<file path="config.mk">
export PLATFORM = sky130hd
export DESIGN_NAME = mix_scheduler_flat
export DESIGN_NICKNAME = d
export VERILOG_FILES = /design/src/rtl/mix_scheduler_pkg.sv /design/src/rtl/mix_scheduler_if.sv /design/src/rtl/mix_scheduler_agc_tracker.sv /design/src/rtl/mix_scheduler.sv /design/src/flat_wrapper.sv
export SDC_FILE = /design/constraint.sdc
export NUM_CORES = 1
export LEC_CHECK = 0
export ABC_AREA = 0
export CAP_MARGIN = 20
export CORE_MARGIN = 1
export CORE_UTILIZATION = 45
export CTS_BUF_LIST = sky130_fd_sc_hd__clkbuf_2 sky130_fd_sc_hd__clkbuf_4 sky130_fd_sc_hd__clkbuf_8
export CTS_CLUSTER_DIAMETER = 40
export CTS_CLUSTER_SIZE = 40
export DETAILED_ROUTE_END_ITERATION = 12
export PLACE_DENSITY = 0.74
export SYNTH_ARGS = -nofsm -noshare
export SYNTH_HDL_FRONTEND = slang
export SYNTH_SLANG_ARGS = --single-unit
export TNS_END_PERCENT = 100
</file>
<file path="constraint.sdc">
create_clock -name clk_in -period 5.7 [get_ports clk_in]
set_input_delay 1.71 -clock clk_in [delete_from_list [all_inputs] [get_ports clk_in]]
set_output_delay 1.71 -clock clk_in [all_outputs]
set_load 0.005 [all_outputs]
</file>
<file path="src/rtl/mix_scheduler_pkg.sv">
// Shared types and defaults for the mixer sequencing / AGC controller.
package mix_scheduler_pkg;

  typedef enum logic [1:0] {
    ST_IDLE     = 2'd0,
    ST_WAIT_MIX = 2'd1,
    ST_AGC      = 2'd2
  } sched_state_t;

  localparam int unsigned SAMPLE_W      = 24;
  localparam int unsigned SHIFT_W       = 5;
  localparam logic [23:0] HI_THRESH_DEF = 24'h600000;
  localparam logic [23:0] LO_THRESH_DEF = 24'h100000;
  localparam logic [4:0]  SHIFT_MAX_DEF = 5'd31;

  // Magnitude of a signed sample; the most negative code saturates to full scale.
  function automatic logic [23:0] abs_sat(input logic signed [23:0] s);
    if (s == 24'sh800000) begin
      return 24'h7FFFFF;
    end else if (s < 0) begin
      return -s;
    end else begin
      return s;
    end
  endfunction

endpackage

</file>
<file path="src/rtl/mix_scheduler_if.sv">
// Handshake and data bundle between the scheduler and its environment.
interface mix_scheduler_if;
  logic               sample_valid_in;
  logic               agc_enable_in;
  logic [4:0]         manual_shift_in;
  logic               mix_valid_out;
  logic [4:0]         shift_out;
  logic               mix_done_in;
  logic signed [23:0] mixed_in;
  logic signed [23:0] sample_out;
  logic               sample_valid_out;
  logic               busy_out;
  logic [15:0]        overrun_count_out;
  logic               timeout_out;

  modport slave (
    input  sample_valid_in, agc_enable_in, manual_shift_in, mix_done_in, mixed_in,
    output mix_valid_out, shift_out, sample_out, sample_valid_out, busy_out,
           overrun_count_out, timeout_out
  );

  modport master (
    output sample_valid_in, agc_enable_in, manual_shift_in, mix_done_in, mixed_in,
    input  mix_valid_out, shift_out, sample_out, sample_valid_out, busy_out,
           overrun_count_out, timeout_out
  );
endinterface

</file>
<file path="src/rtl/mix_scheduler_agc_tracker.sv">
// Peak-tracking gain control: fast attack on loud samples, windowed release.
module agc_tracker
  import mix_scheduler_pkg::*;
#(
  parameter int unsigned PEAK_WINDOW = 4800,
  parameter logic [4:0]  SHIFT_INIT  = 5'd16,
  parameter logic [4:0]  SHIFT_MIN   = 5'd0,
  parameter logic [4:0]  SHIFT_MAX   = SHIFT_MAX_DEF,
  parameter logic [23:0] HI_THRESH   = HI_THRESH_DEF,
  parameter logic [23:0] LO_THRESH   = LO_THRESH_DEF
) (
  input  logic        clk_i,
  input  logic        rst_i,
  input  logic        load_i,
  input  logic [4:0]  load_shift_i,
  input  logic        update_i,
  input  logic [23:0] mag_i,
  output logic [4:0]  shift_o
);

  localparam int unsigned WIN_W = (PEAK_WINDOW > 1) ? $clog2(PEAK_WINDOW) : 1;

  logic [4:0]        shift_q, shift_d;
  logic [23:0]       peak_q, peak_d, peak_new;
  logic [WIN_W-1:0]  win_q, win_d;
  logic [5:0]        inc6;
  logic signed [5:0] dec6;

  always_comb begin
    shift_d  = shift_q;
    peak_d   = peak_q;
    win_d    = win_q;
    peak_new = (mag_i > peak_q) ? mag_i : peak_q;
    inc6     = {1'b0, shift_q} + 6'd1;
    dec6     = $signed({1'b0, shift_q}) - 6'sd1;
    if (load_i) begin
      shift_d = load_shift_i;
    end else if (update_i) begin
      if (mag_i >= HI_THRESH) begin
        shift_d = (inc6 > {1'b0, SHIFT_MAX}) ? SHIFT_MAX : inc6[4:0];
        peak_d  = '0;
        win_d   = '0;
      end else if (win_q == WIN_W'(PEAK_WINDOW - 1)) begin
        // The window's final peak includes the sample closing the window.
        if (peak_new < LO_THRESH) begin
          shift_d = (dec6 < $signed({1'b0, SHIFT_MIN})) ? SHIFT_MIN : dec6[4:0];
        end
        peak_d = '0;
        win_d  = '0;
      end else begin
        peak_d = peak_new;
        win_d  = win_q + 1'b1;
      end
    end
  end

  always_ff @(posedge clk_i) begin
    if (rst_i) begin
      shift_q <= SHIFT_INIT;
      peak_q  <= '0;
      win_q   <= '0;
    end else begin
      shift_q <= shift_d;
      peak_q  <= peak_d;
      win_q   <= win_d;
    end
  end

  assign shift_o = shift_q;

endmodule

</file>
<file path="src/rtl/mix_scheduler.sv">
// Launches one mixer pass per sample strobe, guards it with a timeout,
// forwards the result and runs the AGC between passes.
module mix_scheduler
  import mix_scheduler_pkg::*;
#(
  parameter int unsigned TIMEOUT_CYCLES = 256,
  parameter int unsigned PEAK_WINDOW    = 4800,
  parameter logic [4:0]  SHIFT_INIT     = 5'd16,
  parameter logic [4:0]  SHIFT_MIN      = 5'd0,
  parameter logic [4:0]  SHIFT_MAX      = SHIFT_MAX_DEF,
  parameter logic [23:0] HI_THRESH      = HI_THRESH_DEF,
  parameter logic [23:0] LO_THRESH      = LO_THRESH_DEF
) (
  input logic            clk_in,
  input logic            rst_in,
  mix_scheduler_if.slave bus
);

  localparam int unsigned TIMER_W = (TIMEOUT_CYCLES > 1) ? $clog2(TIMEOUT_CYCLES) : 1;

  sched_state_t       state_q, state_d;
  logic [TIMER_W-1:0] timer_q, timer_d;
  logic               mix_valid_q, mix_valid_d;
  logic signed [23:0] sample_q, sample_d;
  logic               sample_valid_q, sample_valid_d;
  logic [15:0]        overrun_q, overrun_d;
  logic               timeout_q, timeout_d;
  logic               timer_last;
  logic               busy;

  assign timer_last = (timer_q == TIMER_W'(TIMEOUT_CYCLES - 1));
  assign busy       = (state_q != ST_IDLE);

  always_ff @(posedge clk_in) begin
    if (rst_in) begin
      state_q <= ST_IDLE;
    end else begin
      state_q <= state_d;
    end
  end

  always_comb begin
    state_d = state_q;
    unique case (state_q)
      ST_IDLE:     if (bus.sample_valid_in) state_d = ST_WAIT_MIX;
      ST_WAIT_MIX: begin
        if (bus.mix_done_in)  state_d = ST_AGC;
        else if (timer_last)  state_d = ST_IDLE;
      end
      ST_AGC:      state_d = ST_IDLE;
      default:     state_d = ST_IDLE;
    endcase
  end

  always_comb begin
    timer_d        = timer_q;
    mix_valid_d    = 1'b0;
    sample_d       = sample_q;
    sample_valid_d = 1'b0;
    timeout_d      = timeout_q;
    overrun_d      = overrun_q;
    if (bus.sample_valid_in && busy && (overrun_q != '1)) begin
      overrun_d = overrun_q + 16'd1;
    end
    unique case (state_q)
      ST_IDLE: begin
        if (bus.sample_valid_in) begin
          mix_valid_d = 1'b1;
          timer_d     = '0;
        end
      end
      ST_WAIT_MIX: begin
        timer_d = timer_q + 1'b1;
        if (bus.mix_done_in) begin
          sample_d       = bus.mixed_in;
          sample_valid_d = 1'b1;
        end else if (timer_last) begin
          timeout_d      = 1'b1;
          sample_d       = '0;
          sample_valid_d = 1'b1;
        end
      end
      default: ;
    endcase
  end

  always_ff @(posedge clk_in) begin
    if (rst_in) begin
      timer_q        <= '0;
      mix_valid_q    <= 1'b0;
      sample_q       <= '0;
      sample_valid_q <= 1'b0;
      overrun_q      <= '0;
      timeout_q      <= 1'b0;
    end else begin
      timer_q        <= timer_d;
      mix_valid_q    <= mix_valid_d;
      sample_q       <= sample_d;
      sample_valid_q <= sample_valid_d;
      overrun_q      <= overrun_d;
      timeout_q      <= timeout_d;
    end
  end

  // Manual shift loads only in IDLE and AGC updates only in the AGC cycle,
  // so the shift seen by the mixer cannot move during a pass.
  agc_tracker #(
    .PEAK_WINDOW (PEAK_WINDOW),
    .SHIFT_INIT  (SHIFT_INIT),
    .SHIFT_MIN   (SHIFT_MIN),
    .SHIFT_MAX   (SHIFT_MAX),
    .HI_THRESH   (HI_THRESH),
    .LO_THRESH   (LO_THRESH)
  ) u_agc (
    .clk_i        (clk_in),
    .rst_i        (rst_in),
    .load_i       ((state_q == ST_IDLE) && !bus.agc_enable_in),
    .load_shift_i (bus.manual_shift_in),
    .update_i     ((state_q == ST_AGC) && bus.agc_enable_in),
    .mag_i        (abs_sat(sample_q)),
    .shift_o      (bus.shift_out)
  );

  assign bus.mix_valid_out     = mix_valid_q;
  assign bus.sample_out        = sample_q;
  assign bus.sample_valid_out  = sample_valid_q;
  assign bus.busy_out          = busy;
  assign bus.overrun_count_out = overrun_q;
  assign bus.timeout_out       = timeout_q;

endmodule

</file>
<file path="src/flat_wrapper.sv">
// flat-port wrapper written by rule: the top's interface ports become plain ports
module mix_scheduler_flat import mix_scheduler_pkg::*;
#(
  parameter int unsigned TIMEOUT_CYCLES = 256,
  parameter int unsigned PEAK_WINDOW    = 4800,
  parameter logic [4:0]  SHIFT_INIT     = 5'd16,
  parameter logic [4:0]  SHIFT_MIN      = 5'd0,
  parameter logic [4:0]  SHIFT_MAX      = SHIFT_MAX_DEF,
  parameter logic [23:0] HI_THRESH      = HI_THRESH_DEF,
  parameter logic [23:0] LO_THRESH      = LO_THRESH_DEF
)
  (clk_in, rst_in, bus_sample_valid_in, bus_agc_enable_in, bus_manual_shift_in, bus_mix_done_in, bus_mixed_in, bus_mix_valid_out, bus_shift_out, bus_sample_out, bus_sample_valid_out, bus_busy_out, bus_overrun_count_out, bus_timeout_out);
  mix_scheduler_if bus_i ();
  input logic clk_in;
  input logic rst_in;
  input wire logic [$bits(bus_i.sample_valid_in)-1:0] bus_sample_valid_in;
  input wire logic [$bits(bus_i.agc_enable_in)-1:0] bus_agc_enable_in;
  input wire logic [$bits(bus_i.manual_shift_in)-1:0] bus_manual_shift_in;
  input wire logic [$bits(bus_i.mix_done_in)-1:0] bus_mix_done_in;
  input wire logic [$bits(bus_i.mixed_in)-1:0] bus_mixed_in;
  output wire logic [$bits(bus_i.mix_valid_out)-1:0] bus_mix_valid_out;
  output wire logic [$bits(bus_i.shift_out)-1:0] bus_shift_out;
  output wire logic [$bits(bus_i.sample_out)-1:0] bus_sample_out;
  output wire logic [$bits(bus_i.sample_valid_out)-1:0] bus_sample_valid_out;
  output wire logic [$bits(bus_i.busy_out)-1:0] bus_busy_out;
  output wire logic [$bits(bus_i.overrun_count_out)-1:0] bus_overrun_count_out;
  output wire logic [$bits(bus_i.timeout_out)-1:0] bus_timeout_out;
  assign bus_i.sample_valid_in = bus_sample_valid_in;
  assign bus_i.agc_enable_in = bus_agc_enable_in;
  assign bus_i.manual_shift_in = bus_manual_shift_in;
  assign bus_i.mix_done_in = bus_mix_done_in;
  assign bus_i.mixed_in = bus_mixed_in;
  assign bus_mix_valid_out = bus_i.mix_valid_out;
  assign bus_shift_out = bus_i.shift_out;
  assign bus_sample_out = bus_i.sample_out;
  assign bus_sample_valid_out = bus_i.sample_valid_out;
  assign bus_busy_out = bus_i.busy_out;
  assign bus_overrun_count_out = bus_i.overrun_count_out;
  assign bus_timeout_out = bus_i.timeout_out;
  mix_scheduler #(.TIMEOUT_CYCLES(TIMEOUT_CYCLES), .PEAK_WINDOW(PEAK_WINDOW), .SHIFT_INIT(SHIFT_INIT), .SHIFT_MIN(SHIFT_MIN), .SHIFT_MAX(SHIFT_MAX), .HI_THRESH(HI_THRESH), .LO_THRESH(LO_THRESH)) u_core (.clk_in(clk_in), .rst_in(rst_in), .bus(bus_i));
endmodule
</file>
==> run summary, run 1 <==
fillers: 1,052
r2r setup slk: 0.41 ns
Slowest cell on crit path: or4_4
Reg2Reg Depth: 14
DRC viols: 0
Post-synth ARST share: 0%
number of port buffers: 82
flip-flop and latch count after synthesis: 95
Synth Cell Area: 5330 sq um
Hold Path Class: reg2reg
die width: 111 microns
Post-Synthesis Net Count: 727
first-pass GRT wire length: 23,300 microns
All-Layer GR Usage: 22.8%
Setup TNS: 0 ns
Row Count: 39
Worst setup EP type: flip-flop
die area: 12,300 sq um
Net Sw Frac: 32.9%
Bufs on Longest Clock Path: 2
unrepaired setup endpoints after global routing: no
Synth area leader: dfxtp_1
Detail Route met2 WL: 6480 microns
Worst-Skew Late Latency: 0.38 ns
Power Total: 1.48 mW
Crit Path Class: reg2reg
Fmax: 189 MHz
library cells used by synthesis: 61
Worst-path clk slew: 0.10 ns
drt initial violations: 434
met1 wire length: 6450 microns
Max VDD drop: 121 uV
final slew viol count: 0
P_int: 995 uW
share of layout cells above drive strength 1: 5.17%
FF-to-FF End: u_core.u_agc.shift_o[2]
fin crit share: 92.8%
diodes inserted: 0
H-tree Lvls: 3
root buffer cell: clkbuf_8
met3 WL: 760 microns
GPL Wtd Cong: 0.899
Max Used Layer: met4
Antenna Nets Post-Route: 0
fin nets: 794
Hold Path Depth: 2
sequential share of the synthesized area: 35.7%
DRT Wirelength: 13,900 microns
Initial Utilization: 46.5%
list of most frequent post-synthesis cells: dfxtp_1, nand2_1, nor2_1, a21oi_1, nand3_1
Die Ht: 111 microns
worst slew pin tran: 1.09 ns
Psw: 487 uW
largest cells by area after synthesis: dfxtp_1, ha_1, nand2_1
Fin. Hold Viols: 0
core area: 11,500 sq um
Post-Layout Cell Count: 878
final number of setup-violating endpoints: 0
Final Util: 56.1%
Vias: 5,179
drt via density: 5.90
worst reg2reg path startpoint: u_core.bus.sample_out[14]
CTS tree: yes
buffers plus inverters on the worst setup path: 0
Clk pwr share: 29.0%
CP top delay family: simple AND/OR/NAND/NOR gates
Clock Sinks: 95
Worst Path Arrival: 5.53 ns
CP max FO: 19
largest net degree at the start of global routing: 74
max-cap violation count: 0
cell with the most instances after synthesis: dfxtp_1
Startpoint Class: flip-flop
critical path's largest stage delay: 0.57 ns
number of global-route vias before repair: 4,834
Final HPWL DP: 10,300 microns
Mapped Avg Cell Area: 8.04 sq um
number of placed I/O pins: 83
WL/cell: 15.9 microns
CTS buffer count: 9
number of synthesized flops with an enable pin: 0
clk_skew: 0.0130 ns
Hold Path End: u_core.u_agc.peak_q[11]
cts hold-fix bufs: 0
initial antenna violation count: 0
Comb pwr share: 22.9%
Leakage: 2.47 nW
Tmin final: 5.29 ns
Main synth FF type: dfxtp_1
Critical Path RT: 5.93 ns
Synth-to-Final Area Change: 20.6%
drt first pass iters: 6
YS warnings: 0
cells after synthesis: 663
Min-Delay Startpoint: u_core.u_agc.peak_q[11]
placed insts: 862
Cell Pwr Density: 230 nW/um^2
crit path cell chain: or4_4, or4_4, nor3_2, nand3_1, o211ai_1, ha_1, nor2b_1, o211ai_1, a2111oi_0, or4_1, a31oi_1, mux2_2, nor2_1, a211oi_1
slew margin rel.: 26.9%
Yosys top cell area share: 35.7%
status: completed
grt ovf: 0
Sequential Power Share: 48.0%
==> state kept, by name (all words and copies together) (netlist names) <==
| name | flops |
|---|---|
| u_core.bus.mix_valid_out | 1 |
| u_core.u_agc.peak_q | 24 |
| u_core.timer_q | 8 |
| u_core.bus.overrun_count_out | 16 |
| u_core.u_agc.win_q | 13 |
| u_core.bus.timeout_out | 1 |
| u_core.bus.sample_out | 24 |
| u_core.state_q | 2 |
| u_core.bus.sample_valid_out | 1 |
| u_core.u_agc.shift_o | 5 |
==> cell families after synthesis <==
group	share of synthesized area, %
and+or+nand+nor	24.7
adders and majority gates	7.04
buffers and inverters	4.67
muxes	1.62
DFF	35.7
xor gates and xnor gates	5.26
AOI/OAI and AO/OA	21.1
==> metal layers <==
layer	GRT usage (%)	up-vias
met5	0	-
met4	7.91	0
met3	4.48	27
met2	37.7	161
met1	29.6	2471
li1	-	2520
==> power groups by stage <==
stage | registers (mW) | clock network [mW] | logic, mW
final | 0.712 | 0.430 | 0.340
after global routing | 0.716 | 0.467 | 0.372
after CTS | 0.711 | 0.443 | 0.336
after detailed placement | 0.726 | 0 | 0.335
after global placement | 0.725 | 0 | 0.324
after floorplan | 0.712 | 0 | 0.228
==> final cells by class <==
| type | count | area (sq um) | area share, % |
|---|---|---|---|
| multi-input cells | 504 | 3180 | 49.5 |
| flip-flops and latches | 95 | 1900 | 29.6 |
| repair buffers | 87 | 853 | 13.3 |
| well taps | 143 | 179 | 2.78 |
| clock buffers | 9 | 124 | 1.93 |
| inverters | 33 | 124 | 1.93 |
| clock inverters | 7 | 62.6 | 0.973 |
==> worst max path at each step <==
stage	startpoint	to	slack (ns)	cells after the start
floorplan	u_core.bus.sample_out[14]	u_core.u_agc.shift_o[4]	1.18	15
global placement	u_core.bus.sample_out[14]	u_core.u_agc.peak_q[20]	0.60	14
detailed placement	u_core.bus.sample_out[14]	u_core.u_agc.peak_q[20]	0.41	14
CTS	u_core.bus.sample_out[14]	u_core.u_agc.peak_q[20]	0.39	14
global route	u_core.bus.sample_out[14]	u_core.u_agc.shift_o[2]	0.06	14
finish	u_core.bus.sample_out[14]	u_core.u_agc.shift_o[2]	0.41	14
==> stage by stage <==
stage,area (sq um),hold WS [ns],worst slack (ns)
floorplan,5330,0.432,1.18
finish,6430,0.459,0.408
global route,6430,0.482,0.0594
detailed placement,6240,0.448,0.411
CTS,6430,0.465,0.394
global placement,6240,0.438,0.598
==> worst min-delay path, stage by stage, from the launching register on <==
cell and delay [ns]:
dfxtp_1 0.32, nand2_1 0.05, a21oi_1 0.05
==> placed cells by master, fill, tap and decap left out, types with 5 or more instances in the layout <==
cell,Yosys,final
or3_1,7,7
a31oi_1,10,10
nand2_1,74,74
xnor2_1,6,6
inv_1,33,33
clkdlybuf4s50_1,0,81
nor2b_1,5,5
a21o_1,7,6
clkbuf_8,0,9
a22oi_1,10,10
buf_4,1,5
o21ai_0,19,19
a22o_1,25,25
nor3_1,16,16
nand4_1,11,11
nand3b_1,10,10
a21oi_1,55,55
nor4_1,7,7
mux2_2,5,5
nor2_1,64,64
nand2b_1,5,5
ha_1,30,30
and3_1,15,15
nand3_1,35,35
dfxtp_1,95,95
o31ai_1,8,8
xor2_1,26,26
==> what timing repair did <==
item,4_1_cts,5_1_grt
gates resized for setup,0,1
setup endpoints to repair,0,21
buffers inserted,0,0
Note: power is estimated with default switching activity, not from simulation.
==> run 2: changes to the inputs <==
--- a/config.mk
+++ b/config.mk
@@ -7,7 +7,7 @@
 export LEC_CHECK = 0
 export ABC_AREA = 0
 export CAP_MARGIN = 20
-export CORE_MARGIN = 1
+export CORE_MARGIN = 3
 export CORE_UTILIZATION = 45
 export CTS_BUF_LIST = sky130_fd_sc_hd__clkbuf_2 sky130_fd_sc_hd__clkbuf_4 sky130_fd_sc_hd__clkbuf_8
 export CTS_CLUSTER_DIAMETER = 40
==> run 2 against run 1 <==
  * Power grew 2.3%
  * Die area is 7.3% higher
  * Design area grew 0.43%
  * Via count shrank 2.4%
  * Non-clock buffer count grew 1
  * Fmax up 0.88%
  * Combinational power about the same
  * Critical path depth unchanged
==> run summary, run 2 (same netlist as run 1, synthesis figures left out) <==
Crit Path Class: reg2reg
placed cell area: 6250 sq um
CP max FO: 19
Row Count: 39
final instance area: 6460 sq um
first-pass GRT wire length: 23,600 microns
CTS buffer count: 9
cts repair resizes: 0
Synth-to-Final Area Change: 21.2%
Min Hold Slack: 0.455 ns
Die Ht: 115 microns
initial antenna violation count: 0
DRC viols: 0
number of placed I/O pins: 83
CTS tree: yes
Worst-Skew Late Latency: 0.37 ns
Initial Utilization: 46.3%
largest net degree at the start of global routing: 74
Hold Path Depth: 2
Final HPWL DP: 10,400 microns
DRT Wirelength: 14,100 microns
status: completed
Leakage: 2.50 nW
Fmax: 191 MHz
Slowest cell on crit path: or4_4
Tmin final: 5.25 ns
clk_skew: 0.00966 ns
Clock Sinks: 95
die area: 13,200 sq um
slew margin rel.: 47.3%
commonest cells after routing, fill and taps aside: dfxtp_1, clkdlybuf4s50_1, nand2_1
Vias: 5,056
final number of setup-violating endpoints: 0
Startpoint Class: flip-flop
drt via density: 5.75
WL/cell: 16.0 microns
commonest non-fill, non-tap cell in the layout: dfxtp_1
cts hold-fix bufs: 0
grt ovf: 0
drt initial violations: 360
Max Used Layer: met4
Critical Path RT: 5.96 ns
fin nets: 795
number of port buffers: 82
Worst setup EP type: flip-flop
Cell Pwr Density: 235 nW/um^2
Final Util: 56.1%
diodes inserted: 0
Seq. cell area: 1900 sq um
drt first pass iters: 6
root buffer cell: clkbuf_8
share of layout cells above drive strength 1: 5.30%
core area: 11,500 sq um
crit path cell chain: or4_4, or4_4, nor3_2, nand3_1, o211ai_1, ha_1, nor2b_1, o211ai_1, a2111oi_0, or4_1, a31oi_1, mux2_2, a2111oi_2, a21oi_1
Detail Route met2 WL: 6680 microns
postcts setup bufs: 0
met3 WL: 724 microns
max-cap violation count: 0
fillers: 1,055
All-Layer GR Usage: 21.7%
Antenna Nets Post-Route: 0
Max VDD drop: 120 uV
number of global-route vias before repair: 4,829
unrepaired setup endpoints after global routing: no
die width: 115 microns
Reg2Reg Depth: 14
Setup TNS: 0 ns
final slew viol count: 0
area taken by multi-input logic gates: 3180 sq um
Worst-path clk slew: 0.10 ns
Fin. Hold Viols: 0
Post-Layout Cell Count: 879
Bufs on Longest Clock Path: 2
GPL Wtd Cong: 0.832
met1 wire length: 6500 microns
Hold Path Class: reg2reg
H-tree Lvls: 3
Worst Path Arrival: 5.50 ns
worst slew pin tran: 0.791 ns
fin crit share: 92.0%
placed insts: 863
critical path's largest stage delay: 0.57 ns
[run 2: cell count changes in the layout (fill, tap and decap cells not counted)]
cell        delta
clkinv_2       +1
inv_6          +1
clkinv_4       +2
inv_8          -2
clkinvlp_4     -3
buf_6          +1
bufinv_16      +1
[run 2: cell type report]
cell class / count / area share [%]
Multi-Input combinational cell: 504 / 49.3
Clock buffer: 9 / 1.92
Clock inverter: 7 / 1.22
Tap cell: 143 / 2.77
Inverter: 33 / 1.92
Timing Repair Buffer: 88 / 13.4
Sequential cell: 95 / 29.5
[run 2: worst max-delay path: cells and delay by family, from the launching register on]
family          cells  cell delay [ns]
mux                 1             0.44
fa+ha+maj           1             0.29
flops               1             0.39
compound gates      6             1.56
simple gates        6             2.45
[run 2: layer usage]
layer,track usage [%],up-vias
li1,-,2529
met1,29.4,2373
met2,35.4,138
met3,3.84,16
met4,6.34,0
met5,0,-
[run 2: worst paths after layout]
path	end	slack [ns]	startpoint
max reg2reg	u_core.u_agc.shift_o[4]	0.45	u_core.bus.sample_out[14]
min	u_core.u_agc.peak_q[1]	0.46	u_core.u_agc.peak_q[1]
min reg2reg	u_core.u_agc.peak_q[1]	0.46	u_core.u_agc.peak_q[1]
max	u_core.u_agc.shift_o[4]	0.45	u_core.bus.sample_out[14]
[run 2: power breakdown]
group          internal (mW)  switching [mW]  total (mW)
Clock                  0.208           0.255       0.463
Combinational          0.151           0.191       0.342
Sequential             0.679          0.0318       0.711
[run 2: through the flow]
step | setup WS (ns) | total power [mW]
final | 0.455 | 1.52
after global routing | 0.170 | 1.58
after CTS | 0.389 | 1.52
after detailed placement | 0.397 | 1.06
after global placement | 0.656 | 1.04
after floorplan | 1.18 | 0.940
